==> src/rtl/muldiv_iter_pkg.sv <==
// Shared RV32M multiply/divide definitions: funct3 op encodings (also used by
// decode), FSM states and operand-signedness helpers.
package muldiv_iter_pkg;

    localparam logic [2:0] MULDIV_OP_MUL    = 3'b000;
    localparam logic [2:0] MULDIV_OP_MULH   = 3'b001;
    localparam logic [2:0] MULDIV_OP_MULHSU = 3'b010;
    localparam logic [2:0] MULDIV_OP_MULHU  = 3'b011;
    localparam logic [2:0] MULDIV_OP_DIV    = 3'b100;
    localparam logic [2:0] MULDIV_OP_DIVU   = 3'b101;
    localparam logic [2:0] MULDIV_OP_REM    = 3'b110;
    localparam logic [2:0] MULDIV_OP_REMU   = 3'b111;

    typedef enum logic [1:0] {
        ST_IDLE = 2'd0,
        ST_MUL  = 2'd1,
        ST_DIV  = 2'd2,
        ST_DONE = 2'd3
    } state_t;

    // rs1 is treated as signed for everything except the unsigned forms.
    // MUL's low word is sign-agnostic, so it is handled as signed.
    function automatic logic rs1_signed(input logic [2:0] f3);
        return (f3 != MULDIV_OP_MULHU) && (f3 != MULDIV_OP_DIVU) &&
               (f3 != MULDIV_OP_REMU);
    endfunction

    // rs2 is signed only for MUL/MULH/DIV/REM (MULHSU takes rs2 unsigned).
    function automatic logic rs2_signed(input logic [2:0] f3);
        return (f3 == MULDIV_OP_MUL) || (f3 == MULDIV_OP_MULH) ||
               (f3 == MULDIV_OP_DIV) || (f3 == MULDIV_OP_REM);
    endfunction

endpackage

==> src/rtl/muldiv_iter_div_core.sv <==
// Restoring divider datapath: one quotient bit per step on unsigned magnitudes.
// quo_next/rem_next expose the values the current step will produce so the
// controller can register the final result on the last step edge.
import muldiv_iter_pkg::*;

module muldiv_div_core #(
    parameter int XLEN = 32
) (
    input  logic            clk_i,
    input  logic            reset_i,
    input  logic            load,
    input  logic            step,
    input  logic [XLEN-1:0] dividend,
    input  logic [XLEN-1:0] divisor,
    output logic [XLEN-1:0] quo_next,
    output logic [XLEN-1:0] rem_next
);

    logic [XLEN-1:0] rem;
    logic [XLEN-1:0] quo;
    logic [XLEN-1:0] dvsr;
    logic [XLEN:0]   shifted;
    logic [XLEN-1:0] sub;
    logic            fits;

    // Shift next dividend bit into the partial remainder; subtract when it fits.
    // When it fits the true difference is below the divisor, so the low XLEN
    // bits of the modular subtraction are exact.
    assign shifted  = {rem, quo[XLEN-1]};
    assign fits     = shifted >= {1'b0, dvsr};
    assign sub      = shifted[XLEN-1:0] - dvsr;
    assign rem_next = fits ? sub : shifted[XLEN-1:0];
    assign quo_next = {quo[XLEN-2:0], fits};

    // Quotient register doubles as the dividend shift register.
    always_ff @(posedge clk_i or negedge reset_i) begin
        if (!reset_i) begin
            rem  <= '0;
            quo  <= '0;
            dvsr <= '0;
        end else if (load) begin
            rem  <= '0;
            quo  <= dividend;
            dvsr <= divisor;
        end else if (step) begin
            rem  <= rem_next;
            quo  <= quo_next;
        end
    end

endmodule

==> src/rtl/muldiv_iter.sv <==
// Iterative RV32M multiply/divide unit for the EX stage.
// Optional feature: MULDIV_FAST_MUL_EN makes all multiplies single-cycle using a
// 33x33 signed multiplier; otherwise a 32-step shift-add multiplier is used.
import muldiv_iter_pkg::*;

module muldiv_iter #(
    parameter int XLEN  = 32,
    parameter int CNT_W = 6
) (
    input  logic            clk_i,
    input  logic            reset_i,
    input  logic            start_i,
    input  logic [3:0]      op_i,
    input  logic [XLEN-1:0] rs1_i,
    input  logic [XLEN-1:0] rs2_i,
    input  logic            flush_i,
    output logic            busy_o,
    output logic            done_o,
    output logic [XLEN-1:0] result_o
);

    state_t            state;
    logic [CNT_W-1:0]  cnt;
    logic [1:0]        f3_q;
    logic              neg_q;
    logic              neg_r;

    logic [2:0]        f3;
    logic              is_div;
    logic              a_neg, b_neg;
    logic [XLEN-1:0]   a_mag, b_mag;
    logic              div_zero, div_ovf, special, fast_mul, single_cycle;
    logic              accept, last;
    logic [XLEN-1:0]   special_res, quick_res, mul_result, div_result;
    logic [XLEN-1:0]   quo_next, rem_next;
    logic [2*XLEN-1:0] prod_nxt;

    assign f3     = op_i[2:0];
    assign is_div = f3[2];

    // Operand prep: magnitudes for the unsigned core, signs kept for fix-up.
    assign a_neg = rs1_signed(f3) & rs1_i[XLEN-1];
    assign b_neg = rs2_signed(f3) & rs2_i[XLEN-1];
    assign a_mag = a_neg ? -rs1_i : rs1_i;
    assign b_mag = b_neg ? -rs2_i : rs2_i;

    // Divide-by-zero and signed overflow finish without iterating.
    assign div_zero    = is_div & (rs2_i == '0);
    assign div_ovf     = is_div & ~f3[0] & (rs1_i == {1'b1, {(XLEN-1){1'b0}}}) &
                         (rs2_i == '1);
    assign special     = div_zero | div_ovf;
    assign special_res = div_zero ? (f3[1] ? rs1_i : '1) : (f3[1] ? '0 : rs1_i);

`ifdef MULDIV_FAST_MUL_EN
    logic signed [XLEN:0]     fa, fb;
    logic signed [2*XLEN-1:0] fp;

    assign fa         = {rs1_signed(f3) & rs1_i[XLEN-1], rs1_i};
    assign fb         = {rs2_signed(f3) & rs2_i[XLEN-1], rs2_i};
    assign fp         = (2*XLEN)'(fa) * (2*XLEN)'(fb);
    assign prod_nxt   = fp;
    assign mul_result = (f3[1:0] == 2'b00) ? prod_nxt[XLEN-1:0] : prod_nxt[2*XLEN-1:XLEN];
    assign fast_mul   = ~is_div;
    assign quick_res  = special ? special_res : mul_result;
`else
    logic [XLEN-1:0]   prod_hi, prod_lo, mcand;
    logic [XLEN:0]     psum;
    logic [2*XLEN-1:0] prod_fix;

    // Shift-add step: conditionally add multiplicand to the high half, shift right.
    assign psum       = {1'b0, prod_hi} + (prod_lo[0] ? {1'b0, mcand} : '0);
    assign prod_nxt   = {psum, prod_lo[XLEN-1:1]};
    assign prod_fix   = neg_q ? -prod_nxt : prod_nxt;
    assign mul_result = (f3_q == 2'b00) ? prod_fix[XLEN-1:0] : prod_fix[2*XLEN-1:XLEN];
    assign fast_mul   = 1'b0;
    assign quick_res  = special_res;

    // Multiplier registers: load magnitudes on accept, step while in MUL.
    always_ff @(posedge clk_i or negedge reset_i) begin
        if (!reset_i) begin
            prod_hi <= '0;
            prod_lo <= '0;
            mcand   <= '0;
        end else if (accept & ~is_div) begin
            prod_hi <= '0;
            prod_lo <= b_mag;
            mcand   <= a_mag;
        end else if (state == ST_MUL) begin
            {prod_hi, prod_lo} <= prod_nxt;
        end
    end
`endif

    assign div_result = f3_q[1] ? (neg_r ? -rem_next : rem_next)
                                : (neg_q ? -quo_next : quo_next);

    assign single_cycle = special | fast_mul;
    // op_i[3] is always set for M ops; gating on it rejects stray starts.
    assign accept = start_i & op_i[3] & ~flush_i &
                    ((state == ST_IDLE) | (state == ST_DONE));
    assign busy_o = (state == ST_MUL) | (state == ST_DIV) | (accept & ~single_cycle);
    assign last   = (cnt == CNT_W'(XLEN-1));

    muldiv_div_core #(.XLEN(XLEN)) u_div (
        .clk_i    (clk_i),
        .reset_i  (reset_i),
        .load     (accept & is_div & ~special),
        .step     (state == ST_DIV),
        .dividend (a_mag),
        .divisor  (b_mag),
        .quo_next (quo_next),
        .rem_next (rem_next)
    );

    // Control FSM with registered done pulse and result; flush beats start.
    always_ff @(posedge clk_i or negedge reset_i) begin
        if (!reset_i) begin
            state    <= ST_IDLE;
            cnt      <= '0;
            f3_q     <= '0;
            neg_q    <= 1'b0;
            neg_r    <= 1'b0;
            done_o   <= 1'b0;
            result_o <= '0;
        end else begin
            done_o <= 1'b0;
            if (flush_i) begin
                state <= ST_IDLE;
            end else begin
                case (state)
                    ST_IDLE, ST_DONE: begin
                        if (accept) begin
                            f3_q  <= f3[1:0];
                            neg_q <= a_neg ^ b_neg;
                            neg_r <= a_neg;
                            cnt   <= '0;
                            if (single_cycle) begin
                                state    <= ST_DONE;
                                done_o   <= 1'b1;
                                result_o <= quick_res;
                            end else begin
                                state <= is_div ? ST_DIV : ST_MUL;
                            end
                        end else begin
                            state <= ST_IDLE;
                        end
                    end
                    ST_MUL: begin
                        cnt <= cnt + 1'b1;
                        if (last) begin
                            state    <= ST_DONE;
                            done_o   <= 1'b1;
                            result_o <= mul_result;
                        end
                    end
                    ST_DIV: begin
                        cnt <= cnt + 1'b1;
                        if (last) begin
                            state    <= ST_DONE;
                            done_o   <= 1'b1;
                            result_o <= div_result;
                        end
                    end
                    default: state <= ST_IDLE;
                endcase
            end
        end
    end

endmodule

==> config.mk <==
export PLATFORM = sky130hd
export DESIGN_NAME = muldiv_iter
export DESIGN_NICKNAME = d
export VERILOG_FILES = /design/src/rtl/muldiv_iter_pkg.sv /design/src/rtl/muldiv_iter_div_core.sv /design/src/rtl/muldiv_iter.sv
export SDC_FILE = /design/constraint.sdc
export NUM_CORES = 1
export LEC_CHECK = 0
export ABC_AREA = 1
export BUFFER_PORTS_ARGS = -buffer_cell sky130_fd_sc_hd__clkbuf_2
export CORE_UTILIZATION = 45
export DETAILED_ROUTE_END_ITERATION = 12
export PLACE_DENSITY = 0.72
export SYNTH_ARGS = -nofsm -noshare
export SYNTH_HDL_FRONTEND = slang
export SYNTH_SLANG_ARGS = --single-unit
export TNS_END_PERCENT = 10
==> constraint.sdc <==
create_clock -name clk_i -period 5 [get_ports clk_i]
set_input_delay 1 -clock clk_i [delete_from_list [all_inputs] [get_ports clk_i]]
set_output_delay 1 -clock clk_i [all_outputs]
set_load 0.02 [all_outputs]
==> impl_metrics.env <==
export IMPL_hold_path_class="in2async"
export IMPL_num_antenna_cells=0
export IMPL_power_density_mw_per_mm2=592
export IMPL_coreArea_mm2=0.0467
export IMPL_yosysMostFrequentCell="nand2_1"
export IMPL_synth_area_leaders="dfrtp_1, nand2_1, inv_1"
export IMPL_rrSetupSlack_ns=0.57
export IMPL_worst_ep_required_time_ns=5.50
export IMPL_synth_avg_cell_area_um2=6.21
export IMPL_fin_tns_setup_ns=0
export IMPL_dieHeight_um=220
export IMPL_cts_setup_buffers=0
export IMPL_cpMaxStageDelayCell="dfrtp_1"
export IMPL_met3_usage_pct=5.49
export IMPL_vias_per_cell=5.70
export IMPL_cp_arrival_ns=4.93
export IMPL_busiest_layer="met2"
export IMPL_synth_area_mm2=0.0213
export IMPL_tightest_slew_ns=0.998
export IMPL_grt_pass1_wl_mm=129
export IMPL_grtUsageMet2_pct=54.6
export IMPL_cp_start_kind="register"
export IMPL_finClkSkew_ns=0.0488
export IMPL_start_util_pct=45.6
export IMPL_power_leakage_nw=12.3
export IMPL_crit_type="reg2reg"
export IMPL_violations="design-rule violations"
export IMPL_vdd_ir_drop_worst_mv=0.377
export IMPL_dieArea_mm2=0.0482
export IMPL_reg2reg_from="u_div.rem[27]$_DFFE_PN0P_"
export IMPL_io_pins=106
export IMPL_grt_max_degree=113
export IMPL_synth_warnings=0
export IMPL_synth_nets=3574
export IMPL_grt_use_met1_pct=47.5
export IMPL_synth_edf_count=0
export IMPL_reg2reg_depth=27
export IMPL_ys_flop_type="dfrtp_1"
export IMPL_core_rowCount=79
export IMPL_die_w_um=220
export IMPL_cts_tree="yes"
export IMPL_crit_top_cell="nand2_1"
export IMPL_clockBufferDepth=3
export IMPL_clk_latency_ns=0.62
export IMPL_clock_root_buffer="clkbuf_16"
export IMPL_drtIter0Drc=2899
export IMPL_grt_overflow_total=0
export IMPL_drv_slew=0
export IMPL_min_period_over_period_pct=88.6
export IMPL_ys_types=61
export IMPL_async_flop_share_pct=100
export IMPL_grt_pass1_vias=21670
export IMPL_nNetsFinal=3634
export IMPL_antenna_found_initial=0
export IMPL_wirelength_mm=84.2
export IMPL_via_count=23439
export IMPL_syn_inst=3427
export IMPL_status="finished with violations"
export IMPL_syn2layout_area_growth_pct=9.74
export IMPL_ant_nets=0
export IMPL_cts_made_buffers=29
export IMPL_layout_min_cycle_time_ns=4.43
export IMPL_layout_drive_gt1_share_pct=8.59
export IMPL_clock_sinks=237
export IMPL_worstPathMaxFanout=11
export IMPL_rsz0062_at_grt="false"
export IMPL_clkTransAtPathRegs_ns=0.07
export IMPL_drc=2
export IMPL_rr_endpoint="result_o[30]$_DFFE_PN0P_"
export IMPL_globalRouteTotalUtil_pct=35.1
export IMPL_synth_top_cell_area_share_pct=27.9
export IMPL_dp_hpwl_mm=66.5
export IMPL_cts_htree_levels=1
export IMPL_yosysTopAreaCell="dfrtp_1"
export IMPL_ctsHoldBuffers=0
export IMPL_slowest_delay_ns=0.40
export IMPL_wl_per_cell_um=20.5
export IMPL_utilization_pct=50.1
export IMPL_place_gp_congestion=1.02
export IMPL_endpoint_kind="register"
export IMPL_setup_viol=0
export IMPL_synth_seq_area_share_pct=27.9
export IMPL_crit_end="result_o[30]$_DFFE_PN0P_"
export IMPL_startpoint="u_div.rem[27]$_DFFE_PN0P_"
export IMPL_ctsResizeCount=0
export IMPL_dr_pass1_iters=10
export IMPL_clock_fmax_ghz=0.226
export IMPL_max_cap_violations=0
export IMPL_hold_viol=0
export IMPL_slew_headroom_pct=32.6
export IMPL_io_buffers=105
export IMPL_ys_seq_elements=237
export IMPL_synth_commonest_cells="nand2_1, inv_1, nor2_1, nand3_1, o21ai_0"
==> power breakdown <==
group | switching, W | internal [W]
Sequential | 0.000591 | 0.00268
Clock | 0.000918 | 0.00114
Combinational | 0.00589 | 0.00260
Total | 0.00740 | 0.00643
==> cells in the final DEF, fill, tap and decap left out, types with 7 or more instances in the layout <==
cell type / count
a21boi_1: 12
a21oi_1: 156
a31oi_1: 13
buf_4: 43
clkbuf_16: 29
clkbuf_2: 104
dfrtp_1: 236
ha_1: 73
inv_1: 446
inv_2: 8
maj3_1: 7
nand2_1: 1095
nand2_2: 22
nand3_1: 245
nand4_1: 49
nor2_1: 293
nor2_2: 21
nor2_4: 8
nor3_1: 57
nor4_1: 17
o211ai_1: 17
o21ai_0: 238
o21ai_1: 10
o21bai_1: 9
o221ai_1: 68
o22ai_1: 13
or2_2: 23
xnor2_1: 31
xor2_1: 67
==> worst min-delay path by stage <==
stage | end | slack [ns] | startpoint | cells past startpoint
final | u_div.rem[7]$_DFFE_PN0P_ | 0.47 | reset_i | 1
after global routing | f3_q[0]$_DFFE_PN0P_ | 0.50 | f3_q[0]$_DFFE_PN0P_ | 2
after CTS | f3_q[0]$_DFFE_PN0P_ | 0.48 | f3_q[0]$_DFFE_PN0P_ | 2
after detailed placement | f3_q[0]$_DFFE_PN0P_ | 0.46 | f3_q[0]$_DFFE_PN0P_ | 2
after global placement | f3_q[0]$_DFFE_PN0P_ | 0.46 | f3_q[0]$_DFFE_PN0P_ | 2
after floorplan | f3_q[0]$_DFFE_PN0P_ | 0.44 | f3_q[0]$_DFFE_PN0P_ | 2
==> registers in the layout, summed over array words and instances, names as in the netlist <==
register    flops
mcand          32
prod_hi        32
prod_lo        32
result_o       32
u_div.dvsr     32
u_div.quo      32
u_div.rem      32
cnt             6
f3_q            2
state           2
done_o          1
neg_q           1
neg_r           1
==> worst max-delay path, delay by kind of cell, from the launching register on <==
kind	cells	cell delay (ns)
simple gates	16	2.05
buf+inv	3	0.24
flops	1	0.40
fa+ha+maj	2	0.57
compound gates	6	1.04
==> kinds of logic (layout without fill, tap and decap cells) <==
group	after synthesis	count (layout)	share of synthesized area, %
flip-flops	237	237	27.9
buffers and inverters	583	660	10.6
XOR/XNOR	99	99	4.11
AO/OA/AOI/OAI	574	574	16.0
adder cells (fa/ha/maj)	82	82	4.81
AND/OR/NAND/NOR	1852	1853	36.7
==> metrics by stage <==
| step | hold slack [ns] | worst slack (ns) | std cells | total power (W) | area, µm² |
|---|---|---|---|---|---|
| after floorplan | 0.443 | 1.24 | 3427 | 0.00893 | 21300 |
| after global placement | 0.459 | 0.658 | 4062 | 0.0114 | 22500 |
| after detailed placement | 0.460 | 0.608 | 4062 | 0.0115 | 22500 |
| after CTS | 0.475 | 0.576 | 4111 | 0.0136 | 23400 |
| after global routing | 0.497 | 0.0169 | 4112 | 0.0149 | 23400 |
| final | 0.467 | 0.572 | 4112 | 0.0138 | 23400 |
==> per-layer routing <==
layer  vias to the layer above  share of wire (%)
met5                         -                  0
met4                         0                5.1
met3                       173                9.1
met2                      1137                 44
met1                     10865                 42
li1                      11264                  -
==> cell type report <==
| class | count | area (µm²) |
|---|---|---|
| fill | 4885 | 23300 |
| multi-input combinational | 2608 | 13100 |
| sequential | 237 | 5930 |
| inverter | 460 | 1730 |
| timing repair buffer | 151 | 918 |
| clock buffer | 39 | 823 |
| tap | 607 | 759 |
| clock inverter | 10 | 62.6 |
Note: power is estimated with default switching activity, not from simulation.
